**src/rtl/generator_pwm_multi.sv**
```systemverilog
// Multi-channel PWM generator: one shared period counter, per-channel duty compare,
// direction dead-time FSM. Define PWM_RAMP_EN to slew-limit duty changes per period.
module generator_pwm_multi #(
    parameter int NUM_CH     = 2,
    parameter int CNT_W      = 12,
    parameter int PERIOD_RST = 999,
    parameter int DEAD_CYC   = 50,
    parameter int RAMP_STEP  = 8
) (
    input  logic                    clock,
    input  logic                    reset_n,
    input  logic                    activ,
    input  logic [CNT_W-1:0]        period,
    input  logic [NUM_CH*CNT_W-1:0] duty,
    input  logic [NUM_CH-1:0]       dir,
    output logic [NUM_CH-1:0]       pwm_a,
    output logic [NUM_CH-1:0]       pwm_b,
    output logic [CNT_W-1:0]        cnt_out,
    output logic                    period_start
);
    localparam int DEAD_W = (DEAD_CYC > 1) ? $clog2(DEAD_CYC) : 1;
    localparam logic [DEAD_W-1:0] DEAD_LD = DEAD_W'(DEAD_CYC - 1);
`ifdef PWM_RAMP_EN
    localparam logic [CNT_W-1:0] STEP = CNT_W'(RAMP_STEP);
`endif

    typedef enum logic {S_RUN = 1'b0, S_DEAD = 1'b1} ch_state_e;

    logic [CNT_W-1:0]  r_cnt;
    logic [CNT_W-1:0]  r_period_act;
    logic              w_wrap;
    logic [NUM_CH-1:0] w_a_nxt;
    logic [NUM_CH-1:0] w_b_nxt;
    logic [NUM_CH-1:0] r_pwm_a;
    logic [NUM_CH-1:0] r_pwm_b;

    assign w_wrap = (r_cnt == r_period_act);

    // Period shadow loads only at the wrap so a new period never truncates a running one.
    always_ff @(posedge clock or negedge reset_n) begin
        if (!reset_n) begin
            r_cnt        <= '0;
            r_period_act <= CNT_W'(PERIOD_RST);
        end else if (!activ) begin
            r_cnt        <= '0;
            r_period_act <= period;
        end else if (w_wrap) begin
            r_cnt        <= '0;
            r_period_act <= period;
        end else begin
            r_cnt <= r_cnt + CNT_W'(1);
        end
    end

    genvar i;
    generate
        for (i = 0; i < NUM_CH; i++) begin : g_ch
            logic [CNT_W-1:0]  r_duty;
            logic [CNT_W-1:0]  w_tgt;
            logic              w_raw;
            ch_state_e         r_state;
            ch_state_e         w_state_nxt;
            logic              r_dir;
            logic              w_dir_nxt;
            logic [DEAD_W-1:0] r_dead;
            logic [DEAD_W-1:0] w_dead_nxt;

            assign w_tgt = duty[i*CNT_W +: CNT_W];
            assign w_raw = (r_cnt < r_duty);

            always_comb begin
                w_state_nxt = r_state;
                w_dir_nxt   = r_dir;
                w_dead_nxt  = r_dead;
                case (r_state)
                    S_RUN: begin
                        if (dir[i] != r_dir) begin
                            w_state_nxt = S_DEAD;
                            w_dead_nxt  = DEAD_LD;
                        end
                    end
                    S_DEAD: begin
                        if (r_dead == '0) begin
                            w_state_nxt = S_RUN;
                            w_dir_nxt   = dir[i];
                        end else begin
                            w_dead_nxt = r_dead - DEAD_W'(1);
                        end
                    end
                    default: w_state_nxt = S_RUN;
                endcase
            end

            always_ff @(posedge clock or negedge reset_n) begin
                if (!reset_n) begin
                    r_state <= S_RUN;
                    r_dir   <= 1'b0;
                    r_dead  <= '0;
                end else begin
                    r_state <= w_state_nxt;
                    r_dir   <= w_dir_nxt;
                    r_dead  <= w_dead_nxt;
                end
            end

            // Next-state gating blanks the outputs on the very edge the reversal is seen.
            assign w_a_nxt[i] = activ & (w_state_nxt == S_RUN) & ~w_dir_nxt & w_raw;
            assign w_b_nxt[i] = activ & (w_state_nxt == S_RUN) &  w_dir_nxt & w_raw;

`ifdef PWM_RAMP_EN
            logic             w_restart;
            logic [CNT_W-1:0] w_ramp;

            assign w_restart = (r_state == S_DEAD) && (r_dead == '0) && (dir[i] != r_dir);

            always_comb begin
                w_ramp = w_tgt;
                if (w_tgt > r_duty && (w_tgt - r_duty) > STEP)
                    w_ramp = r_duty + STEP;
                else if (r_duty > w_tgt && (r_duty - w_tgt) > STEP)
                    w_ramp = r_duty - STEP;
            end

            always_ff @(posedge clock or negedge reset_n) begin
                if (!reset_n)
                    r_duty <= '0;
                else if (!activ)
                    r_duty <= w_tgt;
                else if (w_restart)
                    r_duty <= '0;
                else if (w_wrap)
                    r_duty <= w_ramp;
            end
`else
            always_ff @(posedge clock or negedge reset_n) begin
                if (!reset_n)
                    r_duty <= '0;
                else if (!activ || w_wrap)
                    r_duty <= w_tgt;
            end
`endif
        end
    endgenerate

    always_ff @(posedge clock or negedge reset_n) begin
        if (!reset_n) begin
            r_pwm_a <= '0;
            r_pwm_b <= '0;
        end else begin
            r_pwm_a <= w_a_nxt;
            r_pwm_b <= w_b_nxt;
        end
    end

    assign pwm_a        = r_pwm_a;
    assign pwm_b        = r_pwm_b;
    assign cnt_out      = r_cnt;
    assign period_start = activ & reset_n & (r_cnt == '0);

endmodule

```
**config.mk**
```make
export PLATFORM = sky130hd
export DESIGN_NAME = generator_pwm_multi
export DESIGN_NICKNAME = d
export VERILOG_FILES = /design/src/rtl/generator_pwm_multi.sv
export SDC_FILE = /design/constraint.sdc
export NUM_CORES = 1
export LEC_CHECK = 0
export ABC_AREA = 1
export ABC_CLOCK_PERIOD_IN_PS = 1800
export CAP_MARGIN = 20
export CORE_MARGIN = 3
export CORE_UTILIZATION = 56
export CTS_BUF_LIST = sky130_fd_sc_hd__clkbuf_4 sky130_fd_sc_hd__clkbuf_8
export CTS_CLUSTER_SIZE = 12
export DETAILED_ROUTE_END_ITERATION = 8
export PLACE_DENSITY = 0.82
export SYNTH_ARGS = -nofsm -noshare
export SYNTH_HDL_FRONTEND = slang
export SYNTH_SLANG_ARGS = --single-unit
```
**constraint.sdc**
```tcl
create_clock -name clock -period 1.8 [get_ports clock]
set_clock_uncertainty 0.05 [all_clocks]
set_input_delay 0.18 -clock clock [delete_from_list [all_inputs] [get_ports clock]]
set_output_delay 0.18 -clock clock [all_outputs]
set_load 0.02 [all_outputs]
```
==> reports/summary.txt, run 1 <==
status: complete, no violations
Die Wd: 89.0 µm
top_reg_cell synth: dfrtp_1
unrepaired setup endpoints after global routing: true
worst skew pair latency: 350 ps
row count: 29
RR Startpoint: cnt_out[6]
layout net count: 631
Synth Instances: 481
grt met3 use: 0.0719
Critical Path AT: 1510 ps
power share of the sequential group: 0.408
Switching Power: 1.63 mW
setup total negative slack: 0 ps
Placer Congestion: 0.843
endpoint class of the critical path: output port
VDD IR max: 0.00102 V
gr usage total: 0.238
Yosys reg bits: 68
Setup Fix Bufs, Post-CTS: 0
Final Hold Viols: 0
P_int: 3.43 mW
max-slew violations: 0
area of placed instances: 0.00462 mm²
synthesis-to-finish area growth: 27.0%
num ports: 58
critical path class: flip-flop to output port
fin crit share: 0.966
Inst Count DP: 627
final instance area: 0.00490 mm²
RR Endpoint: cnt_out[2]
Setup-failing EPs final: 0
Clock transition at path regs: 70 ps
Num CTS Buffers: 9
Comb pwr share: 0.287
routed vias/inst: 5.12
Die Height: 89.0 µm
Tightest Pin Transition: 856 ps
Power, Total: 5.06 mW
Synth cell types: 29
Max Freq: 0.575 GHz
Switching Fraction: 0.322
Post-synth ARST share: 1.00
Area contributors post-synth: dfrtp_1, nand2_1, ha_1
ANT cells: 0
DRC violations left: 0
CTS tree: built
number of global-route vias before repair: 3319
Crit Path Max Fanout: 6
Starting Density: 0.591
Finished Layout Cells: 644
Syn Area/Cell: 8.02 µm²
Core Region: 0.00653 mm²
number of synthesized flops with an enable pin: 0
GRT busiest layer: met2
top-area cell type share of the netlist area: 0.389
Reg2Reg Depth: 8
PortBufs: 57
DIE AREA: 0.00792 mm²
Startpoint Class: flip-flop
grt total ovfl: 0
Final min period: 1740 ps
Syn Nets: 550
Max-cap violations: 0
Mapped Area: 0.00386 mm²
Max H-tree Level: 3
most common cell after layout, fill and taps aside: nand2_1
ANT nets after route: 0
clock buffer depth: 2
Global Route met2 Usage: 0.410
YS warnings: 0
final WL: 8960 µm
clock share of power: 0.306
Final HPWL DP: 6200 µm
drt first-iter violations: 197
CTS sink count: 68
antenna violations before repair: 0
Leakage Power: 2.53 nW
commonest non-fill, non-tap cells in the layout: nand2_1, dfrtp_1, inv_1
post-synthesis sequential area ratio: 0.443
pwr/cell area: 1030 mW/mm²
Critical Path RT: 1570 ps
worst relative slew slack: 0.429
r2r setup slk: 80 ps
Finished Core Util: 0.751
layout cell share with drive strength beyond 1: 0.122
largest net degree at the start of global routing: 69
WL/cell: 13.9 µm
FILL cells: 471
via count: 3300
drt first pass iters: 4
met1 usage: 0.287
worst min path class: input port to async pin
first-pass GRT wire length: 14500 µm
root buffer cell: clkbuf_8
leading area contributor after synthesis: dfrtp_1
==> cells by family after synthesis <==
kind of cell | synth area share
AND/OR/NAND/NOR | 0.275
buffers and inverters | 0.0917
flip-flops | 0.443
AO/OA/AOI/OAI | 0.0558
adder cells (fa/ha/maj) | 0.0908
XOR/XNOR | 0.0431
==> Yosys cell counts, types with 2 or more instances <==
master and instances:
inv_1 58, o21ai_0 20, ha_1 28, buf_6 8, dfstp_2 8, nand3_1 52, dfrtp_1 60, buf_1 3
nand2_1 144, inv_2 2, nor2_2 3, nand4_1 5, a21oi_1 16, xor2_1 9, nand4_2 2, buf_4 2
xnor2_1 10, clkbuf_1 2, nor2_1 39
==> worst max-delay path by stage <==
stage | start | endpoint | slack, ps
6_report | cnt_out[2] | cnt_out[2] | 60
4_1_cts | cnt_out[3] | cnt_out[3] | 50
5_1_grt | cnt_out[1] | cnt_out[8] | -30
3_3_place_gp | activ | period_start | -240
3_5_place_dp | activ | period_start | -230
2_1_floorplan | cnt_out[0] | period_start | 20
==> what timing repair did <==
| item | 4_1_cts | 5_1_grt |
|---|---|---|
| setup endpoints to repair | 1 | 17 |
| cloned | 0 | 1 |
| endpoints found under the hold margin | 0 | 0 |
| hold buffers | 0 | 0 |
| pin swaps | 1 | 1 |
| gates resized for setup | 6 | 5 |
==> worst max-delay path, cell delays in order (launching register included) <==
cell and delay (ps):
dfrtp_1 380, buf_4 170, clkdlybuf4s50_1 610
==> stage by stage <==
stage                     setup WS [ps]  hold slack (ps)
after CTS                          48.1             53.2
after global placement             -240              433
after detailed placement           -232              433
after floorplan                    24.5             -166
final                              60.4             12.3
after global routing              -32.6             95.0
==> metal layers <==
layer  part of all wire  routed length [µm]
met4              0.017                 149
met5                  0                   0
met1               0.42                3750
met3              0.056                 503
met2               0.51                4550
==> state kept, by name (all words and copies together) (netlist names) <==
name          count
g_ch.r_state      2
g_ch.r_duty      24
g_ch.r_dead      12
g_ch.r_dir        2
pwm_b             2
cnt_out          12
pwm_a             2
r_period_act     12
==> power groups by stage <==
stage / logic (mW) / clock network [mW] / registers [mW]
6_report: 1.45 / 1.55 / 2.06
5_1_grt: 1.68 / 1.63 / 2.10
4_1_cts: 1.45 / 1.57 / 2.06
3_5_place_dp: 1.44 / 0 / 2.08
3_3_place_gp: 1.35 / 0 / 2.07
2_1_floorplan: 1.01 / 0 / 2.05
==> final cells by class <==
cell class | instances | area [µm²] | area share
Timing Repair Buffer | 86 | 813 | 0.166
Multi-Input combinational cell | 337 | 1810 | 0.369
Inverter | 60 | 225 | 0.0459
Clock buffer | 10 | 138 | 0.0281
Tap cell | 77 | 96.3 | 0.0196
Clock inverter | 6 | 111 | 0.0227
Sequential cell | 68 | 1710 | 0.349
(Power assumes the default switching activity.)
==> run 2: changes to the inputs <==
--- a/config.mk
+++ b/config.mk
@@ -7,13 +7,12 @@
 export LEC_CHECK = 0
 export ABC_AREA = 1
 export ABC_CLOCK_PERIOD_IN_PS = 1800
-export CAP_MARGIN = 20
 export CORE_MARGIN = 3
-export CORE_UTILIZATION = 56
+export CORE_UTILIZATION = 55
 export CTS_BUF_LIST = sky130_fd_sc_hd__clkbuf_4 sky130_fd_sc_hd__clkbuf_8
 export CTS_CLUSTER_SIZE = 12
 export DETAILED_ROUTE_END_ITERATION = 8
-export PLACE_DENSITY = 0.82
+export PLACE_DENSITY = 0.81
 export SYNTH_ARGS = -nofsm -noshare
 export SYNTH_HDL_FRONTEND = slang
 export SYNTH_SLANG_ARGS = --single-unit
==> run 2 against run 1 <==
  * Clock-buffer cell count unchanged
  * Utilization shrank 1.3 points
  * Cell count increased by 2.5%
  * Flip-flop and latch count unchanged
  * Combinational power about the same
  * Register-to-register slack improved by 40 ps
  * Die area is 1.7% higher
  * Worst hold slack better by 14 ps
  * Sequential power is essentially flat
  * Power down 5.7%
  * Critical path depth unchanged
==> reports/summary.txt, run 2 (synthesis results as in run 1) <==
pwr/cell area: 986 mW/mm² (-4.5%)
drt first-iter violations: 164 (-17%)
power share of the sequential group: 0.432 (+0.024)
Core Region: 0.00657 mm² (+0.56%)
DR WL met3: 558 µm (+11%)
Critical Path AT: 1510 ps (about the same)
clock buffer depth: 2 (unchanged)
synthesis-to-finish area growth: 25.4%
first-pass GRT wire length: 14900 µm (+2.8%)
area of placed instances: 0.00463 mm² (+0.33%)
root buffer cell: clkbuf_8
fin crit share: 0.965 (-0.00173)
cts hold-fix bufs: 0 (unchanged)
row count: 29 (unchanged)
P_int: 3.15 mW (-8.1%)
worst min path class: input port to async pin
max layer used: met4
Worst path max stage delay: 610 ps (about the same)
drt first pass iters: 4 (unchanged)
gr usage total: 0.226 (-0.0122)
grt total ovfl: 0 (unchanged)
Num CTS Buffers: 9 (unchanged)
CTS tree: built
DIE AREA: 0.00806 mm² (+1.7%)
CTS sink count: 68 (unchanged)
Final min period: 1740 ps (-3.12 ps)
unrepaired setup endpoints after global routing: true
worst skew pair latency: 350 ps (about the same)
Finished Core Util: 0.737 (-0.0135)
Starting Density: 0.588 (-0.00327)
ANT nets after route: 0 (unchanged)
status: complete, no violations
DRC violations left: 0 (unchanged)
ANT cells: 0 (unchanged)
Reg2Reg Depth: 9 (+1)
Final HPWL DP: 6320 µm (+1.9%)
max-slew violations: 0 (unchanged)
Clock transition at path regs: 80 ps (about the same)
final instance area: 0.00484 mm² (-1.3%)
Power, Total: 4.78 mW (-5.7%)
endpoint class of the critical path: output port
Crit path max-delay family: buffers and inverters
critical path class: flip-flop to output port
PortBufs: 57 (unchanged)
Top reg by flops: g_ch.r_duty
layout cell share with drive strength beyond 1: 0.122 (unchanged)
r2r setup slk: 120 ps (+40 ps)
Switching Power: 1.62 mW (-0.64%)
Max Freq: 0.576 GHz (+0.18%)
Cell Chain, Critical Path: buf_4, clkdlybuf4s50_1
RR Endpoint: r_period_act[5]
clock share of power: 0.265 (-0.041)
largest net degree at the start of global routing: 69 (unchanged)
VDD IR max: 0.00102 V (-0.71%)
most common cell after layout, fill and taps aside: nand2_1
Worst path slowest cell: clkdlybuf4s50_1
Critical Path RT: 1570 ps (about the same)
DP Worst Slack: -209 ps (+23.4 ps)
Max-cap violations: 0 (unchanged)
layout net count: 631 (unchanged)
Setup-failing EPs final: 0 (unchanged)
wl on met1: 3740 µm (-0.32%)
Switching Fraction: 0.340 (+0.0173)
Finished Layout Cells: 660 (+2.5%)
Crit Path Max Fanout: 6 (unchanged)
Placer Congestion: 0.863 (+2.4%)
Die Wd: 89.8 µm (+0.85%)
worst relative slew slack: 0.431 (+0.00191)
Die Height: 89.8 µm (+0.85%)
Final Hold Viols: 0 (unchanged)
final WL: 8680 µm (-3.1%)
num ports: 58 (unchanged)
Max H-tree Level: 3 (unchanged)
RR Startpoint: cnt_out[7]
Inst Count DP: 644 (+2.7%)
number of global-route vias before repair: 3402 (+2.5%)
commonest non-fill, non-tap cells in the layout: nand2_1, dfrtp_1, inv_1
Startpoint Class: flip-flop
Final WS setup: 63.5 ps (+3.12 ps)
antenna violations before repair: 0 (unchanged)
Setup Fix Bufs, Post-CTS: 0 (unchanged)
via count: 3339 (+1.2%)
Comb pwr share: 0.302 (+0.015)
Buffers & Inverters on Critical Path: 2 (unchanged)
Tightest Pin Transition: 854 ps (-2.86 ps)
routed vias/inst: 5.06 (-1.3%)
Met2 Wirelength: 4250 µm (-6.6%)
max FFs per register: 24 (unchanged)
Leakage Power: 2.47 nW (-2.2%)
WL/cell: 13.2 µm (-5.4%)
-- run 2: cell types whose count changed in the layout (fill, tap and decap cells not counted), sizes merged --
cell | previous run | this run
buf | 30 | 31
clkbuf | 11 | 10
clkdlybuf4s50 | 54 | 55
dlymetal6s2s | 1 | 0
clkinvlp | 1 | 2
clkinv | 2 | 3
bufinv | 3 | 1
-- run 2: worst max-delay path by stage --
stage,from,to,slack [ps],depth (start not counted)
floorplan,cnt_out[0],period_start,20,4
global placement,activ,period_start,-220,5
detailed placement,activ,period_start,-210,5
CTS,cnt_out[1],period_start,10,6
global route,cnt_out[4],period_start,7,5
finish,cnt_out[2],cnt_out[2],60,2
-- run 2: final cells by class --
class	count	area (µm²)
clock inverters	6	63.8
flip-flops and latches	68	1710
multi-input cells	337	1800
inverters	60	225
fillers	486	1730
well taps	93	116
repair buffers	86	785
clock buffers	10	138
-- run 2: power by group through the flow --
stage	clock (mW)	sequential, mW	combinational (mW)
after floorplan	0	2.05	1.01
after detailed placement	0	2.08	1.45
after CTS	1.30	2.06	1.45
final	1.27	2.06	1.44
after global routing	1.36	2.10	1.67
after global placement	0	2.07	1.36
-- run 2: layer usage --
metal,GRT usage,vias to the layer above
li1,-,1683
met1,0.280,1550
met2,0.382,92
met3,0.0684,14
met4,0.0664,0
met5,0,-
-- run 2: metrics by stage --
step	hold slack [ps]	setup TNS [ps]
6_report	25.8	0
4_1_cts	42.3	0
3_5_place_dp	420	-209
3_3_place_gp	419	-216
5_1_grt	73.0	0
2_1_floorplan	-166	0
-- run 2: what timing repair did --
item,4_1_cts,5_1_grt
resized for setup,4,5
endpoints found under the setup margin,1,16
pin swaps,1,2
==> run 3: changes to the inputs <==
--- a/config.mk
+++ b/config.mk
@@ -6,13 +6,13 @@
 export NUM_CORES = 1
 export LEC_CHECK = 0
 export ABC_AREA = 1
-export ABC_CLOCK_PERIOD_IN_PS = 1800
+export ABC_CLOCK_PERIOD_IN_PS = 1500
 export CORE_MARGIN = 3
-export CORE_UTILIZATION = 55
+export CORE_UTILIZATION = 51
 export CTS_BUF_LIST = sky130_fd_sc_hd__clkbuf_4 sky130_fd_sc_hd__clkbuf_8
 export CTS_CLUSTER_SIZE = 12
 export DETAILED_ROUTE_END_ITERATION = 8
-export PLACE_DENSITY = 0.81
+export PLACE_DENSITY = 0.79
 export SYNTH_ARGS = -nofsm -noshare
 export SYNTH_HDL_FRONTEND = slang
 export SYNTH_SLANG_ARGS = --single-unit
==> constraint.sdc (replaced) <==
create_clock -name clock -period 1.5 [get_ports clock]
set_clock_uncertainty 0.05 [all_clocks]
set_input_delay 0.15 -clock clock [delete_from_list [all_inputs] [get_ports clock]]
set_output_delay 0.15 -clock clock [all_outputs]
set_load 0.02 [all_outputs]
==> run 3 against run 2 <==
  * The flow now finishes with violations (setup timing)
  * Worst hold slack got worse by 17 ps
  * Design area is 11% higher
  * Die area grew 7.3%
  * Flip-flop and latch count unchanged
  * Routed wire length grew 19%
  * Clock power increased by 24%
  * Critical endpoint is now r_period_act[7]
==> reports/summary.txt, run 3 (synthesis results as in run 1) <==
worst min path class: input port to async pin
num ports: 58 (unchanged)
Tightest Pin Transition: 843 ps (-11.0 ps)
cts hold-fix bufs: 0 (unchanged)
Power, Total: 6.30 mW (+32%)
r2r setup slk: -250 ps (-370 ps)
Starting Density: 0.529 (-0.0584)
Finished Core Util: 0.736 (-0.00118)
routed vias/inst: 5.10 (+0.90%)
area of placed instances: 0.00473 mm² (+2.2%)
VDD IR max: 0.000814 V (-20%)
clock share of power: 0.251 (-0.014)
worst skew pair latency: 340 ps (about the same)
layout cell share with drive strength beyond 1: 0.206 (+0.0841)
PortBufs: 57 (unchanged)
Clock transition at path regs: 70 ps (about the same)
GRT busiest layer: met2
Critical Path AT: 1980 ps (+470 ps)
RR Endpoint: r_period_act[7]
Num CTS Buffers: 9 (unchanged)
Die Wd: 93.0 µm (+3.6%)
Max Freq: 0.571 GHz
Reg2Reg Depth: 10 (+1)
Crit path max-delay family: simple AND/OR/NAND/NOR gates
Crit Path Max Fanout: 10 (+4)
drt first pass iters: 4 (unchanged)
synthesis-to-finish area growth: 39.1%
max-slew violations: 0 (unchanged)
grt total ovfl: 0 (unchanged)
Critical Path RT: 1730 ps (+160 ps)
Comb pwr share: 0.350 (+0.048)
Max-cap violations: 0 (unchanged)
clock buffer depth: 2 (unchanged)
commonest non-fill, non-tap cells in the layout: nand2_1, inv_1, nand3_1, dfrtp_1, clkdlybuf4s50_1
Final Hold Viols: 0 (unchanged)
met1 usage: 0.268 (-0.0116)
RR Startpoint: cnt_out[7]
WL/cell: 15.0 µm (+14%)
Worst path max stage delay: 410 ps (-200 ps)
most frequent CP cell: nand2_1
FILL cells: 523 (+7.6%)
Final min period: 1750 ps
Setup-failing EPs final: 53 (+53)
power share of the sequential group: 0.399 (-0.033)
pwr/cell area: 1170 mW/mm² (+19%)
Top reg by flops: g_ch.r_duty
ANT nets after route: 0 (unchanged)
drt first-iter violations: 174 (+6.1%)
Final HPWL DP: 6510 µm (+3.0%)
Global Route met2 Usage: 0.409 (+0.0269)
worst relative slew slack: 0.438 (+0.00736)
via count: 3507 (+5.0%)
critical path class: flip-flop to flip-flop
status: complete, but fails checks
Core Region: 0.00729 mm² (+11%)
Worst path slowest cell: dfrtp_2
Cell Chain, Critical Path: buf_6, xnor2_1, nand2_1, nor2_4, nand3_4, nand2_8, buf_12, buf_12, nand2_1, nand2_1
max FFs per register: 24 (unchanged)
Placer Congestion: 0.825 (-4.4%)
Switching Power: 2.14 mW (+32%)
Multi-input gate area: 0.00200 mm² (+11%)
Final WS setup: -251 ps (-315 ps)
final instance area: 0.00537 mm² (+11%)
P_int: 4.15 mW (+32%)
antenna violations before repair: 0 (unchanged)
most common cell after layout, fill and taps aside: nand2_1
Leakage Power: 2.74 nW (+11%)
Seq. cell area: 0.00172 mm² (+0.58%)
Max H-tree Level: 3 (unchanged)
CTS sink count: 68 (unchanged)
Die Height: 93.0 µm (+3.6%)
number of global-route vias before repair: 3483 (+2.4%)
unrepaired setup endpoints after global routing: true
DRC violations left: 0 (unchanged)
Buffers & Inverters on Critical Path: 3 (+1)
root buffer cell: clkbuf_8
final WL: 10300 µm (+19%)
endpoint class of the critical path: flip-flop
Switching Fraction: 0.341 (+0.000882)
ANT cells: 0 (unchanged)
fin crit share: 1.17
DIE AREA: 0.00865 mm² (+7.3%)
failing checks: setup timing
first-pass GRT wire length: 15700 µm (+5.4%)
Startpoint Class: flip-flop
gr usage total: 0.232 (+0.00584)
row count: 31 (+6.9%)
CTS tree: built
layout net count: 652 (+3.3%)
largest net degree at the start of global routing: 69 (unchanged)
grt met3 use: 0.0491 (-0.0194)
run 3: worst register-to-register path: cells and delay by family (launching register included):
kind	cells	cell delay (ps)
flops	1	410
buf+inv	3	370
simple gates	6	710
xor+xnor	1	140
run 3: worst max path at each step:
| stage | start | depth (start not counted) | to | slack, ps |
|---|---|---|---|---|
| finish | cnt_out[7] | 10 | r_period_act[7] | -250 |
| global route | cnt_out[5] | 9 | pwm_a[0] | -300 |
| detailed placement | activ | 4 | period_start | -460 |
| global placement | activ | 4 | period_start | -460 |
| floorplan | cnt_out[5] | 10 | g_ch[0].r_duty[7] | 2 |
| CTS | cnt_out[9] | 4 | period_start | -190 |
run 3: stage by stage:
step,hold WS [ps],cells,worst slack (ps),TNS (ps)
CTS,42.9,678,-189,-4610
finish,9.07,687,-251,-10220
global placement,409,659,-464,-9300
global route,90.2,687,-300,-11950
detailed placement,412,659,-461,-10270
floorplan,-196,481,1.55,0
run 3: timing repair:
item / 4_1_cts / 5_1_grt
setup endpoints to repair: 66 / 66
endpoints found under the hold margin: 0 / 0
pin swaps: 6 / 13
gates resized for setup: 45 / 38
cloned: 1 / 3
buffers inserted: 2 / 6
run 3: power by group through the flow:
stage               clock network [mW]  logic [mW]  registers, mW
floorplan                            0        1.22           2.46
global placement                     0        1.70           2.47
detailed placement                   0        1.80           2.49
CTS                               1.60        1.85           2.47
global route                      1.68        2.45           2.55
finish                            1.58        2.21           2.51
run 3: final cells by class:
type	count	area share
Clock buffer	14	0.0324
Clock inverter	2	0.00653
Inverter	60	0.0420
Multi-Input combinational cell	337	0.373
Sequential cell	68	0.321
Tap cell	99	0.0231
Timing Repair Buffer	107	0.202
run 3: metal layers:
metal	vias up	share of wire
li1	1730	-
met1	1640	0.39
met2	111	0.52
met3	26	0.061
met4	0	0.028
met5	-	0
